**src/rtl/systolic_pkg.sv**
```systemverilog
// rtl/systolic_pkg.sv - shared constants and state encoding for the systolic operand feeder
package systolic_pkg;

  localparam int N        = 4;
  localparam int DATA_W   = 32;
  localparam int FEED_LEN = 3 * N - 2;
  localparam int LOAD_LEN = 2 * N * N;

  typedef enum logic [2:0] {
    LOAD,
    READY,
    CLR,
    FEED,
    DONE
  } state_t;

endpackage

```
**src/rtl/systolic_feeder_if.sv**
```systemverilog
// rtl/systolic_feeder_if.sv - load port, control and skewed operand bundle of the feeder
interface systolic_feeder_if #(parameter int DATA_W = 32);

  logic [DATA_W-1:0] ld_data_i;
  logic              ld_valid_i;
  logic              ld_ready_o;
  logic              start_i;
  logic              arr_clr_o;
  logic [DATA_W-1:0] left_o_0;
  logic [DATA_W-1:0] left_o_4;
  logic [DATA_W-1:0] left_o_8;
  logic [DATA_W-1:0] left_o_12;
  logic [DATA_W-1:0] up_o_0;
  logic [DATA_W-1:0] up_o_1;
  logic [DATA_W-1:0] up_o_2;
  logic [DATA_W-1:0] up_o_3;
  logic              busy_o;
  logic              done_o;

  modport master (
    output ld_data_i, ld_valid_i, start_i,
    input  ld_ready_o, arr_clr_o, busy_o, done_o,
    input  left_o_0, left_o_4, left_o_8, left_o_12,
    input  up_o_0, up_o_1, up_o_2, up_o_3
  );

  modport slave (
    input  ld_data_i, ld_valid_i, start_i,
    output ld_ready_o, arr_clr_o, busy_o, done_o,
    output left_o_0, left_o_4, left_o_8, left_o_12,
    output up_o_0, up_o_1, up_o_2, up_o_3
  );

endinterface

```
**src/rtl/systolic_skew_lane.sv**
```systemverilog
// rtl/systolic_skew_lane.sv - one registered, diagonally delayed operand lane (A row or B column)
module systolic_skew_lane
  import systolic_pkg::*;
#(
  parameter int W = DATA_W
) (
  input  logic             clk,
  input  logic             rst,
  input  logic [N-1:0][W-1:0] words,
  input  logic [1:0]       lane,
  input  logic [3:0]       t,
  input  logic             feed,
  output logic [W-1:0]     q
);

  logic [3:0] idx;
  logic       sel;

  // Lane i starts its four words i cycles into the feed window.
  always_comb begin
    idx = t - {2'b00, lane};
    sel = feed && (t >= {2'b00, lane}) && (idx <= 4'd3);
  end

  always_ff @(posedge clk) begin
    if (rst) begin
      q <= '0;
    end else if (sel) begin
      q <= words[idx[1:0]];
    end else begin
      q <= '0;
    end
  end

endmodule

```
**src/rtl/systolic_feeder.sv**
```systemverilog
// rtl/systolic_feeder.sv - stores A/B word-serially, then feeds them skewed into the 4x4 array
module systolic_feeder #(
  parameter int DATA_W = 32
) (
  input  logic         clk_i,
  input  logic         rst_i,
  systolic_feeder_if.slave bus
);
  import systolic_pkg::*;

  state_t     state, state_n;
  logic [4:0] k, k_n;
  logic [3:0] t, t_n;
  logic       feed_n;
  logic       ld_ready, arr_clr, busy, done;

  logic [N-1:0][N-1:0][DATA_W-1:0] a_buf;
  logic [N-1:0][N-1:0][DATA_W-1:0] b_buf;
  logic [N-1:0][N-1:0][DATA_W-1:0] b_col;
  logic [2*N-1:0][DATA_W-1:0]      lane_q;

  always_ff @(posedge clk_i) begin
    if (rst_i) begin
      state <= LOAD;
      k     <= '0;
      t     <= '0;
    end else begin
      state <= state_n;
      k     <= k_n;
      t     <= t_n;
    end
  end

  always_comb begin
    state_n  = state;
    k_n      = k;
    t_n      = t;
    ld_ready = 1'b0;
    arr_clr  = 1'b0;
    busy     = 1'b0;
    done     = 1'b0;
    case (state)
      LOAD: begin
        ld_ready = 1'b1;
        if (bus.ld_valid_i) begin
          k_n = k + 5'd1;
          if (k == 5'(LOAD_LEN - 1)) begin
            state_n = READY;
            k_n     = '0;
          end
        end
      end
      READY: begin
        if (bus.start_i) state_n = CLR;
      end
      CLR: begin
        arr_clr = 1'b1;
        busy    = 1'b1;
        t_n     = '0;
        state_n = FEED;
      end
      FEED: begin
        busy = 1'b1;
        if (t == 4'(FEED_LEN - 1)) begin
          t_n     = '0;
          state_n = DONE;
        end else begin
          t_n = t + 4'd1;
        end
      end
      DONE: begin
        done    = 1'b1;
        k_n     = '0;
        state_n = LOAD;
      end
      default: state_n = LOAD;
    endcase
  end

  // Lanes register from the next state/t so their outputs line up with the held t.
  assign feed_n = (state_n == FEED);

  always_ff @(posedge clk_i) begin
    if (state == LOAD && bus.ld_valid_i) begin
      if (!k[4]) a_buf[k[3:2]][k[1:0]] <= bus.ld_data_i;
      else       b_buf[k[3:2]][k[1:0]] <= bus.ld_data_i;
    end
  end

  always_comb begin
    for (int c = 0; c < N; c++) begin
      for (int r = 0; r < N; r++) begin
        b_col[c][r] = b_buf[r][c];
      end
    end
  end

  for (genvar i = 0; i < N; i++) begin : g_lane
    systolic_skew_lane #(.W(DATA_W)) u_left (
      .clk   (clk_i),
      .rst   (rst_i),
      .words (a_buf[i]),
      .lane  (2'(i)),
      .t     (t_n),
      .feed  (feed_n),
      .q     (lane_q[i])
    );
    systolic_skew_lane #(.W(DATA_W)) u_up (
      .clk   (clk_i),
      .rst   (rst_i),
      .words (b_col[i]),
      .lane  (2'(i)),
      .t     (t_n),
      .feed  (feed_n),
      .q     (lane_q[N+i])
    );
  end

  assign bus.ld_ready_o = ld_ready;
  assign bus.arr_clr_o  = arr_clr;
  assign bus.busy_o     = busy;
  assign bus.done_o     = done;
  assign bus.left_o_0   = lane_q[0];
  assign bus.left_o_4   = lane_q[1];
  assign bus.left_o_8   = lane_q[2];
  assign bus.left_o_12  = lane_q[3];
  assign bus.up_o_0     = lane_q[4];
  assign bus.up_o_1     = lane_q[5];
  assign bus.up_o_2     = lane_q[6];
  assign bus.up_o_3     = lane_q[7];

endmodule

```
**src/flat_wrapper.sv**
```systemverilog
// flat-port wrapper written by rule: the top's interface ports become plain ports
module systolic_feeder_flat import systolic_pkg::*;
#(
  parameter int DATA_W = 32
)
  (clk_i, rst_i, bus_ld_data_i, bus_ld_valid_i, bus_start_i, bus_ld_ready_o, bus_arr_clr_o, bus_busy_o, bus_done_o, bus_left_o_0, bus_left_o_4, bus_left_o_8, bus_left_o_12, bus_up_o_0, bus_up_o_1, bus_up_o_2, bus_up_o_3);
  systolic_feeder_if #(.DATA_W(DATA_W)) bus_i ();
  input  logic clk_i;
  input  logic rst_i;
  input wire logic [$bits(bus_i.ld_data_i)-1:0] bus_ld_data_i;
  input wire logic [$bits(bus_i.ld_valid_i)-1:0] bus_ld_valid_i;
  input wire logic [$bits(bus_i.start_i)-1:0] bus_start_i;
  output wire logic [$bits(bus_i.ld_ready_o)-1:0] bus_ld_ready_o;
  output wire logic [$bits(bus_i.arr_clr_o)-1:0] bus_arr_clr_o;
  output wire logic [$bits(bus_i.busy_o)-1:0] bus_busy_o;
  output wire logic [$bits(bus_i.done_o)-1:0] bus_done_o;
  output wire logic [$bits(bus_i.left_o_0)-1:0] bus_left_o_0;
  output wire logic [$bits(bus_i.left_o_4)-1:0] bus_left_o_4;
  output wire logic [$bits(bus_i.left_o_8)-1:0] bus_left_o_8;
  output wire logic [$bits(bus_i.left_o_12)-1:0] bus_left_o_12;
  output wire logic [$bits(bus_i.up_o_0)-1:0] bus_up_o_0;
  output wire logic [$bits(bus_i.up_o_1)-1:0] bus_up_o_1;
  output wire logic [$bits(bus_i.up_o_2)-1:0] bus_up_o_2;
  output wire logic [$bits(bus_i.up_o_3)-1:0] bus_up_o_3;
  assign bus_i.ld_data_i = bus_ld_data_i;
  assign bus_i.ld_valid_i = bus_ld_valid_i;
  assign bus_i.start_i = bus_start_i;
  assign bus_ld_ready_o = bus_i.ld_ready_o;
  assign bus_arr_clr_o = bus_i.arr_clr_o;
  assign bus_busy_o = bus_i.busy_o;
  assign bus_done_o = bus_i.done_o;
  assign bus_left_o_0 = bus_i.left_o_0;
  assign bus_left_o_4 = bus_i.left_o_4;
  assign bus_left_o_8 = bus_i.left_o_8;
  assign bus_left_o_12 = bus_i.left_o_12;
  assign bus_up_o_0 = bus_i.up_o_0;
  assign bus_up_o_1 = bus_i.up_o_1;
  assign bus_up_o_2 = bus_i.up_o_2;
  assign bus_up_o_3 = bus_i.up_o_3;
  systolic_feeder #(.DATA_W(DATA_W)) u_core (.clk_i(clk_i), .rst_i(rst_i), .bus(bus_i));
endmodule
```
**config.mk**
```make
export PLATFORM = sky130hd
export DESIGN_NAME = systolic_feeder_flat
export DESIGN_NICKNAME = d
export VERILOG_FILES = /design/src/rtl/systolic_pkg.sv /design/src/rtl/systolic_feeder_if.sv /design/src/rtl/systolic_skew_lane.sv /design/src/rtl/systolic_feeder.sv /design/src/flat_wrapper.sv
export SDC_FILE = /design/constraint.sdc
export NUM_CORES = 1
export LEC_CHECK = 0
export CAP_MARGIN = 20
export CELL_PAD_IN_SITES_DETAIL_PLACEMENT = 1
export CELL_PAD_IN_SITES_GLOBAL_PLACEMENT = 1
export CORE_UTILIZATION = 45
export CTS_CLUSTER_SIZE = 10
export DETAILED_ROUTE_END_ITERATION = 10
export PLACE_DENSITY_LB_ADDON = 0.1
export SETUP_SLACK_MARGIN = 0.4
export SYNTH_ARGS = -nofsm -noshare
export SYNTH_HDL_FRONTEND = slang
export SYNTH_HIERARCHICAL = 1
export SYNTH_SLANG_ARGS = --single-unit
```
**constraint.sdc**
```tcl
create_clock -name clk_i -period 9.6 [get_ports clk_i]
set_input_delay 0.96 -clock clk_i [delete_from_list [all_inputs] [get_ports clk_i]]
set_output_delay 0.96 -clock clk_i [all_outputs]
set_load 0.01 [all_outputs]
```
Word-level counts from Yosys, hierarchy flattened
Cells that the tools add are included.
{ "word_totals": {"word_cells": 134, "inputBits": 36, "register_bits": 1292, "output_inout_bits": 260} }
{ "classes": {"addsub": 5, "muxes": 36, "n_reduce_logical": 21, "n_lt_le_gt_ge": 16, "n_eq_ne": 8, "bitwise": 5} }
{ "ops": {"columns": ["cell", "n"], "rows": [
  ["512-bit bitwise mux", 2],
  ["32-bit binary-select mux with 2-bit select", 8],
  ["32-bit two-way mux", 9],
  ["128-bit demux with 2-bit select", 1],
  ["128-bit two-way mux", 1],
  ["32-bit demux with 2-bit select", 1],
  ["2-bit by 3-bit < comparator with 1-bit output (second input constant)", 6],
  ["4-bit by 2-bit less-or-equal comparator with 1-bit output (second input constant)", 4],
  ["3-bit two-way mux", 4],
  ["3-bit case mux with 4 select lines", 1],
  ["1-bit logical AND", 11],
  ["5-bit two-way mux", 2],
  ["5-bit case mux with 2 select lines", 1],
  ["2-bit OR reduction", 5],
  ["3-bit by 2-bit == test with 1-bit output (second input constant)", 3],
  ["4-bit by 1-bit greater-or-equal comparator with 1-bit output (second input constant)", 2],
  ["4-bit by 2-bit greater-or-equal comparator with 1-bit output (second input constant)", 2],
  ["4-bit case mux with 2 select lines", 1],
  ["4-bit by 2-bit subtractor with 4-bit output (second input constant)", 2],
  ["2-bit AND reduction", 3],
  ["5-bit by 1-bit adder with 5-bit output (second input constant)", 1],
  ["5-bit == test (second input constant)", 1],
  ["1-bit inverter", 5],
  ["4-bit by 1-bit adder with 4-bit output (second input constant)", 1],
  ["10 further kinds", 14]
]} }

Depth between registers and ports, before layout
Gate-level depths: netlist of the first run.
{ "depth": {"depth_word": 9, "ltp_mapped": 13} }

By module
The synthesis of the first run kept the hierarchy.
{ "modules_own_cells": {"columns": ["module", "cells_per_inst", "seq_area_each_um2", "area_per_inst_um2", "n_inst"], "rows": [
  ["systolic_feeder", 1171, 30989.7, 31760.5, 1],
  ["systolic_skew_lane at u_core.g_lane[0].u_left ...", 123, 640.6, 2411.1, 7],
  ["systolic_skew_lane at u_core.g_lane[1].u_left", 123, 640.6, 2199.6, 1]
]} }

Worst setup path after synthesis of the first run
No wires, ideal clock.
{ "synth_path": {"kind": "input-to-reg", "start": "in bus_ld_valid_i", "end": "reg u_core/a_buf[128] in the netlist's numbering, enable pin", "slack_ns": 4.246, "required_ns": 9.099, "arrival_time_ns": 4.853, "setup_time_ns": 0.501, "path_buffers": 2, "path_stages": 4, "cell_sequence": "or4b_1 > clkbuf_2 > clkbuf_1 > nor4_1"} }
{ "synth_between": {"elab_chain_len": 2} }
{ "synth_rtl": {"columns": ["element", "line_no", "text"], "rows": [
  ["from (decl)", "flat_wrapper.sv:11", "input wire logic [$bits(bus_i.ld_valid_i)-1:0] bus_ld_valid_i;"],
  ["1-bit logical AND", "systolic_feeder.sv:84", "if (state == LOAD && bus.ld_valid_i) begin"],
  ["2-bit AND reduction (no line)", null, null],
  ["to (signal, indexed assignment)", "systolic_feeder.sv:85", "if (!k[4]) a_buf[k[3:2]][k[1:0]] <= bus.ld_data_i;"],
  ["to (decl)", "systolic_feeder.sv:17", "logic [N-1:0][N-1:0][DATA_W-1:0] a_buf;"]
]} }
Every way passes these cells.
A chain may end at the register's enable or synchronous reset.

Worst setup path after layout of the first run
{ "layout_path": {"start": "reg u_core.t[0]", "end": "reg u_core.g_lane[3].u_left.q[0]"} }
{ "layout_between": {"elab_chain_len": 8, "word_cells_on_any_way": 16, "cone_classes": "add/sub: 2; order compare: 2; eq/ne: 2; mux: 6; bitwise: 1; reduce/logical: 3"} }
{ "layout_rtl": {"columns": ["element", "line_no", "text"], "rows": [
  ["from (decl)", "systolic_feeder.sv:13", "logic [3:0] t, t_n;"],
  ["from (signal assigned)", "systolic_feeder.sv:30", "t <= t_n;"],
  ["4-bit by 1-bit adder with 4-bit output / 4-bit == test (equally long branches)", "systolic_feeder.sv:68, systolic_feeder.sv:64", null],
  ["4-bit two-way mux", "systolic_feeder.sv:64", "if (t == 4'(FEED_LEN - 1)) begin"],
  ["4-bit case mux with 2 select lines *", "systolic_feeder.sv:42", "case (state)"],
  ["named net u_core.t_n[0]", "systolic_feeder.sv:13", null],
  ["4-bit by 2-bit subtractor with 4-bit output / 4-bit by 2-bit greater-or-equal comparator with 1-bit output (equally long branches)", "systolic_skew_lane.sv:21, systolic_skew_lane.sv:22", null],
  ["4-bit by 2-bit less-or-equal comparator with 1-bit output / 1-bit logical AND (equally long branches)", "systolic_skew_lane.sv:22", "sel = feed && (t >= {2'b00, lane}) && (idx <= 4'd3);"],
  ["1-bit logical AND", "systolic_skew_lane.sv:22", null],
  ["1-bit inverter (no line)", null, null],
  ["2-bit OR reduction (no line)", null, null],
  ["to (signal assigned)", "systolic_skew_lane.sv:29", "q <= words[idx[1:0]];"],
  ["to (decl)", "systolic_skew_lane.sv:13", "output logic [W-1:0] q"]
]} }
Mark *: on every way through the listed nets, which the timed path passes. The rest lies on a longest branch. The select of a mux whose other input is x is not followed.

==> summary.md, run 1 <==
| Metric | Value |
|---|---|
| Worst slew pin tran | `1.15 ns` |
| DR DRC count | `0` |
| FF-to-FF Start | `u_core/t[0]` |
| Synth Area in XOR/XNOR | `less than 1%` |
| Ys async rst share | `0%` |
| Initial core utilization | `45.7%` |
| Area leader, netlist | `edfxtp_1` |
| Share of cells above drive strength 1 | `31.2%` |
| TNS Setup | `0 ns` |
| Largest net degree at the start of global routing | `33` |
| Status | `finished, final reports clean` |
| Reg2reg path depth | `11` |
| Synth Area in Compound Gates | `less than 1%` |
| Multi-input gate area | `around 13000 sq um` |
| Die ar. | `114000 sq um` |
| Cells after Synth | `~2200` |
| Die X | `roughly 340 um` |
| DP Area | `54700 sq um` |
| Post-CTS Resized | `0` |
| Clock latency on the worst-skew pair | `around 0.75 ns` |
| Syn_area_per_cell | `between 20 and 25 sq um` |
| Worst reg2reg setup slack | `about 5.5 ns` |
| CP Capture Type | `flop` |
| Final hold violation count | `0` |
| Core Area | `around 110000 sq um` |
| Final Cycle Share | `42.6%` |
| Hold Path End | `u_core/k[1]` |
| FF+latch count, synth | `around 1300` |
| Die Y | `around 340 um` |
| Top post-synthesis cells by count | `edfxtp_1 (1024), dfxtp_1 (268), mux4_2 (254), nor4b_4 (219), buf_6 (36)` |
| Reg2Reg Capture Point | `u_core/g_lane[3].u_left/q[0]` |
| Row count | `~120` |
| Register area | `approximately 36000 sq um` |
| Cts bufs inserted | `between 100 and 150` |
| EDFF count, synth | `roughly 1000` |
| Reg clk slew, reported paths | `about 0.06 ns` |
| Multiplexer area fraction after synthesis | `11.4%` |
| FILL cells | `~9500` |
| Postcts setup bufs | `0` |
| CTS Sinks | `about 1300` |
| Port bufs | `295` |
| Fin crit period | `just over 4 ns` |
| Sequential fraction of the synthesis area | `71.0%` |
| Root buffer cell | `clkbuf_16` |
| CTS tree | `done` |
| Design Area, Final | `approximately 59000 sq um` |
| Initial drt markers | `just under 2000` |
| Detailed Place HPWL | `about 65 mm` |
| Simple-Gate Fraction of Synth Area | `12.6%` |
| Largest family of logic cells by synthesized area | `simple AND/OR/NAND/NOR gates` |
| Vias in the first global route | `24800` |
| Total global routing overflow | `0` |
| Yosys warnings | `6` |
| CP Launch Type | `flop` |
| Largest cells by area after synthesis | `edfxtp_1 (60%), mux4_2 (11%), dfxtp_1 (11%)` |
| Worst min path class | `flop to flop` |
| FMAX | `244 MHz` |
| Min-Delay Startpoint | `u_core/k[1]` |
| IO Count | `about 300` |
| CTS H-Tree Depth | `4` |
| Area Overhead vs Synth | `16.3%` |
| WP data arrival | `4.70 ns` |
| Clock skew | `approximately 0.019 ns` |
| Post-CTS Hold Buffers | `0` |
| Cell variety after synth | `50` |
| Final #Nets | `around 2600` |
| Initial antenna violation count | `12` |
| Maximum clock insertion buffer count | `3` |
| Slew Viols, Final | `0` |
| Adder-Cell Fraction of Synth Area | `less than 1%` |
| Worst setup path class | `flop to flop` |
| Lkg Pwr | `around 0.019 uW` |
| Worst IR drop on VDD | `between 0.0001 and 0.00015 V` |
| GRT Total Usage | `between 20% and 30%` |
| Worst slew margin | `between 20% and 30%` |
| Vias | `about 23000` |
| Top-count cell post-synth | `edfxtp_1` |
| Crit Path Max Fanout | `32` |
| Remaining antenna violation count | `0` |
| Total routed wirelength | `around 120 mm` |
| Final Setup Violations | `0` |
| RSZ-0062 raised after global routing | `no` |
| CP Data Required Time | `just over 10 ns` |
| Hold path cells | `2` |
| DRT Pass-1 Iters | `7` |
| First-pass GRT wire length | `between 150 and 200 mm` |
| Fin util | `53.1%` |
| Max Cap Viol | `0` |
| Gpl congestion | `around 0.72` |
| Mapped Area | `approximately 51000 sq um` |
| Post-synth top area share | `between 60 and 70%` |
| Power Density | `approximately 200 nW/um^2` |
| Top_reg_cell synth | `edfxtp_1` |
| ANT cells | `0` |
| Average wire per standard cell | `approximately 30 um` |
| Vias per cell | `about 5.5` |
[per-layer routing]
metal	wire length [um]	part of all wire (%)	up-vias	track usage, %
li1	-	-	9674	-
met5	21	0.017	-	0
met3	6150	5.0	159	4.07
met4	2440	2.0	4	5.71
met2	60600	50	644	35.0
met1	53100	43	12400	29.8
[worst max-delay path: stages, from the launching register on]
cell,delay [ns]
dfxtp_1,0.39
ha_1,0.20
nand3b_1,0.19
nand3b_1,0.18
nand2_1,0.45
inv_1,0.22
ha_2,0.24
inv_1,0.06
fa_1,0.37
xor2_1,0.28
nand3b_4,0.79
nor4b_1,0.55
[sequential cells by signal, indices dropped and copies added (netlist names)]
register	count
u_core/g_lane.u_left/q	128
u_core/g_lane.u_up/q	128
u_core/a_buf	512
u_core/state	3
u_core/t	4
u_core/b_buf	512
u_core/k	5
[power by group]
part	switching (uW)	leakage (uW)	internal, uW
sequential	5.35	0.0114	6060
combinational	318	0.00516	227
clock	2150	0.00211	3020
[logic make-up after synthesis]
logic type | count (synthesis)
mux | 257
compound gates | 29
fa+ha+maj | 31
xor+xnor | 8
flops | 1292
simple gates | 359
other cells | 2
buf+inv | 177
[cells in the final DEF (no fill, tap or decap), types with 15 or more instances in the layout]
cell             count
buf_2               32
buf_4               56
clkbuf_1           104
clkbuf_16          155
clkdlybuf4s50_1    263
conb_1              16
dfxtp_1            268
edfxtp_1          1024
ha_1                15
inv_1               35
mux4_2             254
nor4b_1             17
nor4b_2             21
nor4b_4            219
[cell type report]
type	instances	area share [%]
Tap cell	1488	3.15
Sequential cell	1292	61.1
Clock inverter	12	0.199
Multi-Input combinational cell	700	22.6
Clock buffer	261	7.27
Timing Repair Buffer	353	5.52
Inverter	35	0.222
[worst max path at each step]
stage	from	to	slack, ns	depth (start not counted)
3_5_place_dp	bus_ld_valid_i	u_core/b_buf[494]	4.98	4
5_1_grt	u_core/t[0]	u_core/g_lane[3].u_left/q[0]	5.31	11
6_report	u_core/t[0]	u_core/g_lane[3].u_left/q[0]	5.51	11
4_1_cts	u_core/t[0]	u_core/g_lane[3].u_left/q[0]	5.50	11
3_3_place_gp	bus_ld_valid_i	u_core/b_buf[494]	5.19	4
2_1_floorplan	bus_ld_valid_i	u_core/a_buf[128]	4.25	4
[through the flow]
step	hold WS (ns)	std cells	total power (uW)	setup WS, ns
finish	0.547	4141	11800	5.51
global route	0.577	4141	12200	5.31
CTS	0.545	4139	11900	5.50
detailed placement	0.541	3866	6740	4.98
global placement	0.509	3866	6720	5.19
floorplan	0.488	2169	6580	4.25
(Power assumes the default switching activity.)
==> run 2: changes to the inputs <==
==> constraint.sdc (replaced) <==
create_clock -name clk_i -period 4.1 [get_ports clk_i]
set_input_delay 0.41 -clock clk_i [delete_from_list [all_inputs] [get_ports clk_i]]
set_output_delay 0.41 -clock clk_i [all_outputs]
set_load 0.01 [all_outputs]
==> summary.md, run 2 (synthesis results as in run 1) <==
| Metric | Value |
|---|---|
| Status | `finished, final reports clean` |
| CP Data Required Time | `4.72 ns (-5.49 ns)` |
| Power Density | `466 nW/um^2 (+130%)` |
| Vias in the first global route | `25100 (+1.5%)` |
| Core Area | `111000 sq um (unchanged)` |
| Worst reg2reg setup slack | `0.57 ns (-4.94 ns)` |
| DP Worst Slack | `0.519 ns (-4.46 ns)` |
| Post-CTS Hold Buffers | `0 (unchanged)` |
| DR DRC count | `0 (unchanged)` |
| CP Launch Type | `flop` |
| Reg clk slew, reported paths | `0.05 ns (about the same)` |
| Share of cells above drive strength 1 | `32.1% (+0.88 points)` |
| Worst min path class | `input pin to flop` |
| Total routed wirelength | `126 mm (+2.7%)` |
| FILL cells | `9451 (-0.87%)` |
| First-pass GRT wire length | `181 mm (+2.5%)` |
| Multi-input gate area | `13400 sq um (+0.29%)` |
| Cts bufs inserted | `149 (unchanged)` |
| Row count | `122 (unchanged)` |
| Final #Nets | `2629 (+1.2%)` |
| Max layer used | `met5` |
| Gpl congestion | `0.763 (+5.4%)` |
| Final worst-path setup slack | `0.568 ns (-4.94 ns)` |
| Reg2reg path depth | `9 (-2)` |
| CTS Sinks | `1292 (unchanged)` |
| Worst setup path class | `flop to flop` |
| Port bufs | `295 (unchanged)` |
| Lkg Pwr | `0.0189 uW (+1.5%)` |
| Slew Viols, Final | `0 (unchanged)` |
| Fin util | `53.6% (+0.47 points)` |
| Hold Path End | `u_core/t[1]` |
| Final hold violation count | `0 (unchanged)` |
| Maximum clock insertion buffer count | `3 (unchanged)` |
| Total global routing overflow | `0 (unchanged)` |
| Design Area, Final | `59600 sq um (+0.88%)` |
| Detailed Place HPWL | `68.9 mm (+5.3%)` |
| Worst IR drop on VDD | `0.000313 V (+150%)` |
| Root buffer cell | `clkbuf_16` |
| GRT Total Usage | `22.2% (+0.67 points)` |
| DR WL met3 | `5.76 mm (-6.4%)` |
| Clock skew | `0.0258 ns (+0.00680 ns)` |
| Die X | `338 um (unchanged)` |
| Die Y | `338 um (unchanged)` |
| Final Setup Violations | `0 (unchanged)` |
| Most common cell after layout, fill and taps aside | `edfxtp_1` |
| Vias | `23100 (+0.68%)` |
| Min-Delay Startpoint | `rst_i` |
| Placed insts | `3894 (+0.72%)` |
| Post-CTS Resized | `0 (unchanged)` |
| RSZ-0062 raised after global routing | `no` |
| Vias per cell | `5.52 (-0.28%)` |
| FF-to-FF Start | `u_core/t[0]` |
| Tot Pwr | `27800 uW (+140%)` |
| Most frequent cells in the layout | `edfxtp_1 (1024), dfxtp_1 (268), clkdlybuf4s50_1 (262)` |
| Fin crit period | `3.53 ns (-0.559 ns)` |
| CTS H-Tree Depth | `4 (unchanged)` |
| Worst slew margin | `27.3% (+3.7 points)` |
| DRT met1 WL | `53.3 mm (+0.35%)` |
| Worst slew pin tran | `1.09 ns (-0.0556 ns)` |
| Post-Layout Cell Count | `4181 (+0.97%)` |
| FMAX | `283 MHz (+16%)` |
| Register area | `36100 sq um (unchanged)` |
| Postcts setup bufs | `0 (unchanged)` |
| DP Area | `55100 sq um (+0.81%)` |
| Die ar. | `114000 sq um (unchanged)` |
| Initial antenna violation count | `17 (+5)` |
| DRT Pass-1 Iters | `5 (-2)` |
| CP Capture Type | `flop` |
| Initial core utilization | `45.7% (unchanged)` |
| Max Cap Viol | `0 (unchanged)` |
| IO Count | `296 (unchanged)` |
| Area Overhead vs Synth | `17.3%` |
| Reg2Reg Capture Point | `u_core/g_lane[2].u_up/q[1]` |
| WP data arrival | `4.15 ns (-0.55 ns)` |
| Initial drt markers | `1869 (-2.8%)` |
| Crit Path Max Fanout | `21 (-34%)` |
| Average wire per standard cell | `30.0 um (+1.7%)` |
| Final Cycle Share | `86.1% (+44 points)` |
| Largest net degree at the start of global routing | `33 (unchanged)` |
| Remaining antenna violation count | `0 (unchanged)` |
| Hold path cells | `2 (unchanged)` |
| CTS tree | `done` |
| Met2 Wirelength | `63.5 mm (+4.9%)` |
| Clock latency on the worst-skew pair | `0.75 ns (about the same)` |
-- run 2: power breakdown --
part	leakage (uW)	total (uW)	internal, uW	switching [uW]
clock	0.00212	12200	7150	5070
combinational	0.00542	1340	571	768
sequential	0.0114	14200	14200	12.9
-- run 2: worst max path at each step --
stage / from / endpoint / slack [ns] / depth (start not counted)
3_5_place_dp: u_core/t[0] / u_core/g_lane[3].u_up/q[24] / 0.52 / 11
4_1_cts: u_core/t[0] / u_core/g_lane[3].u_up/q[20] / 0.49 / 11
3_3_place_gp: u_core/t[0] / u_core/g_lane[3].u_up/q[28] / 0.68 / 11
2_1_floorplan: u_core/state[2] / u_core/a_buf[128] / -0.74 / 5
6_report: u_core/t[0] / u_core/g_lane[2].u_up/q[1] / 0.57 / 9
5_1_grt: u_core/state[0] / u_core/g_lane[0].u_up/q[0] / 0.41 / 7
-- run 2: per-stage QoR --
stage	setup TNS, ns	hold WS (ns)
after floorplan	-241.25	0.488
after global placement	0	0.518
after detailed placement	0	0.543
after CTS	0	0.145
after global routing	0	0.218
final	0	0.201
-- run 2: final cells by class --
class,count,share of cell area (%)
clock inverters,9,0.193
well taps,1488,3.12
diodes,10,0.0420
flip-flops and latches,1292,60.6
clock buffers,263,7.29
inverters,35,0.220
repair buffers,384,6.15
multi-input cells,700,22.4
-- run 2: layer usage --
layer | global-route usage, % | up-vias
met1 | 29.8 | 12500
met4 | 6.95 | 2
met2 | 37.3 | 646
li1 | - | 9733
met5 | 0 | -
met3 | 3.37 | 162
-- run 2: worst max-delay path, cell delays in order, from the launching register on --
cell and delay, ns:
dfxtp_1 0.40, ha_1 0.22, nand3b_1 0.19, nand3b_1 0.21, nand2_2 0.43, fa_1 0.61, xor2_1 0.25, nand3b_4 0.39
buf_12 0.37, nor4b_1 0.32
==> run 3: changes to the inputs <==
--- a/config.mk
+++ b/config.mk
@@ -11,7 +11,8 @@
 export CORE_UTILIZATION = 45
 export CTS_CLUSTER_SIZE = 10
 export DETAILED_ROUTE_END_ITERATION = 10
-export PLACE_DENSITY_LB_ADDON = 0.1
+export PLACE_DENSITY_LB_ADDON = 0.15
+export REMOVE_ABC_BUFFERS = 1
 export SETUP_SLACK_MARGIN = 0.4
 export SYNTH_ARGS = -nofsm -noshare
 export SYNTH_HDL_FRONTEND = slang
==> summary.md, run 3 (synthesis results as in run 1) <==
| Metric | Value |
|---|---|
| Worst IR drop on VDD | `0.000353 V (+13%)` |
| First-pass GRT wire length | `178 mm (-1.9%)` |
| Share of cells above drive strength 1 | `32.6% (+0.58 points)` |
| CP Data Required Time | `4.68 ns (-0.04 ns)` |
| Vias in the first global route | `25000 (-0.45%)` |
| Crit Path Max Fanout | `17 (-19%)` |
| Clock skew | `0.0212 ns (-0.00460 ns)` |
| Final Setup Violations | `0 (unchanged)` |
| Cts bufs inserted | `149 (unchanged)` |
| Initial drt markers | `2046 (+9.5%)` |
| Detailed Place HPWL | `67.9 mm (-1.4%)` |
| Total global routing overflow | `0 (unchanged)` |
| Fin crit period | `3.50 ns (-0.0318 ns)` |
| CTS tree | `done` |
| CTS Sinks | `1292 (unchanged)` |
| WP data arrival | `4.08 ns (-0.07 ns)` |
| Row count | `122 (unchanged)` |
| Port bufs | `295 (unchanged)` |
| Lkg Pwr | `0.0190 uW (+0.22%)` |
| Hold Slack | `0.353 ns (+0.152 ns)` |
| Initial antenna violation count | `9 (-8)` |
| Slew Viols, Final | `0 (unchanged)` |
| DRT Pass-1 Iters | `4 (-1)` |
| Power Density | `462 nW/um^2 (-0.75%)` |
| Worst slew margin | `30.0% (+2.7 points)` |
| Total routed wirelength | `123 mm (-2.3%)` |
| Die Y | `338 um (unchanged)` |
| CTS H-Tree Depth | `4 (unchanged)` |
| Core Area | `111000 sq um (unchanged)` |
| DP Worst Slack | `0.511 ns (-0.00716 ns)` |
| DR DRC count | `0 (unchanged)` |
| IO Count | `296 (unchanged)` |
| GRT Total Usage | `21.6% (-0.64 points)` |
| Tot Pwr | `27600 uW (-0.50%)` |
| Final Cycle Share | `85.4% (-0.78 points)` |
| Worst slew pin tran | `1.05 ns (-0.0444 ns)` |
| Max Cap Viol | `0 (unchanged)` |
| Maximum clock insertion buffer count | `3 (unchanged)` |
| Reg clk slew, reported paths | `0.06 ns (about the same)` |
| FILL cells | `9428 (-0.24%)` |
| FMAX | `286 MHz (+0.91%)` |
| Most common cell after layout, fill and taps aside | `edfxtp_1` |
| Area Overhead vs Synth | `17.6%` |
| Final worst-path setup slack | `0.600 ns (+0.0318 ns)` |
| Remaining antenna violation count | `0 (unchanged)` |
| Final #Nets | `2648 (+0.72%)` |
| Root buffer cell | `clkbuf_16` |
| Fin util | `53.7% (+0.14 points)` |
| Initial core utilization | `45.7% (unchanged)` |
| Average wire per standard cell | `29.2 um (-2.8%)` |
| CP Capture Type | `flop` |
| Die ar. | `114000 sq um (unchanged)` |
| Gpl congestion | `0.760 (-0.33%)` |
| RSZ-0062 raised after global routing | `no` |
| Status | `finished, final reports clean` |
| Clock latency on the worst-skew pair | `0.75 ns (about the same)` |
| Die X | `338 um (unchanged)` |
| CP Launch Type | `flop` |
| Vias | `23200 (+0.34%)` |
| Final hold violation count | `0 (unchanged)` |
| Worst min path class | `input pin to flop` |
| Worst setup path class | `flop to flop` |
| Most frequent cells in the layout | `edfxtp_1 (1024), dfxtp_1 (268), clkdlybuf4s50_1 (263)` |
| Largest net degree at the start of global routing | `33 (unchanged)` |
| Vias per cell | `5.51 (-0.21%)` |
==> run 3: cell count changes in the layout (fill, tap and decap cells not counted), sizes merged <==
cell	before	now
buf	122	140
diode	10	16
clkbuf	263	258
clkinv	6	9
clkdlybuf4s50	262	263
==> run 3: per-layer routing <==
layer	vias up	part of all wire (%)	track usage, %
met5	-	0.029	0
met2	652	50	35.8
met3	183	5.6	3.90
met4	6	2.5	6.34
li1	9794	-	-
met1	12500	42	29.1
==> run 3: worst paths after layout <==
kind         slack, ns  cells after the start                            to               from
max               0.60                     11  u_core/g_lane[1].u_left/q[5]        u_core/t[0]
min               0.35                      1             u_core/a_buf[310]  bus_ld_data_i[22]
max reg2reg       0.60                     11  u_core/g_lane[1].u_left/q[5]        u_core/t[0]
min reg2reg       0.56                      2                   u_core/t[1]        u_core/t[1]
==> run 3: stage by stage <==
| step | TNS, ns | cells | instance area [sq um] |
|---|---|---|---|
| 2_1_floorplan | -802.21 | 2027 | 49300 |
| 3_3_place_gp | 0 | 3901 | 55200 |
| 3_5_place_dp | 0 | 3902 | 55200 |
| 4_1_cts | 0 | 4172 | 59600 |
| 5_1_grt | 0 | 4188 | 59800 |
| 6_report | 0 | 4204 | 59800 |
==> run 3: where the power goes <==
| part | switching, uW | internal (uW) | total [uW] | leakage, uW |
|---|---|---|---|---|
| clock network | 5080 | 7010 | 12100 | 0.00209 |
| logic | 753 | 576 | 1330 | 0.00550 |
| registers | 14.3 | 14200 | 14200 | 0.0114 |
==> run 3: layout make-up <==
class / count / area [sq um] / area share [%]
diodes: 16 / 40.0 / 0.0670
well taps: 1488 / 1860 / 3.11
clock inverters: 12 / 136 / 0.228
clock buffers: 258 / 4250 / 7.11
flip-flops and latches: 1292 / 36100 / 60.4
repair buffers: 403 / 3890 / 6.50
multi-input cells: 700 / 13400 / 22.4
inverters: 35 / 131 / 0.220
==> run 3: worst max-delay path: stages (launching register included) <==
cell and delay [ns]:
dfxtp_1 0.42, ha_1 0.24, nand3b_1 0.19, nand3b_1 0.16, nand2_1 0.32, inv_1 0.15, ha_2 0.20, inv_1 0.07
fa_2 0.84, buf_12 0.24, mux4_2 0.32, nor4b_2 0.17
==> run 3: repair_timing <==
action	4_1_cts	5_1_grt
setup endpoints to repair	0	34
gates resized for setup	0	1
buffers inserted	0	16
hold buffers	0	0
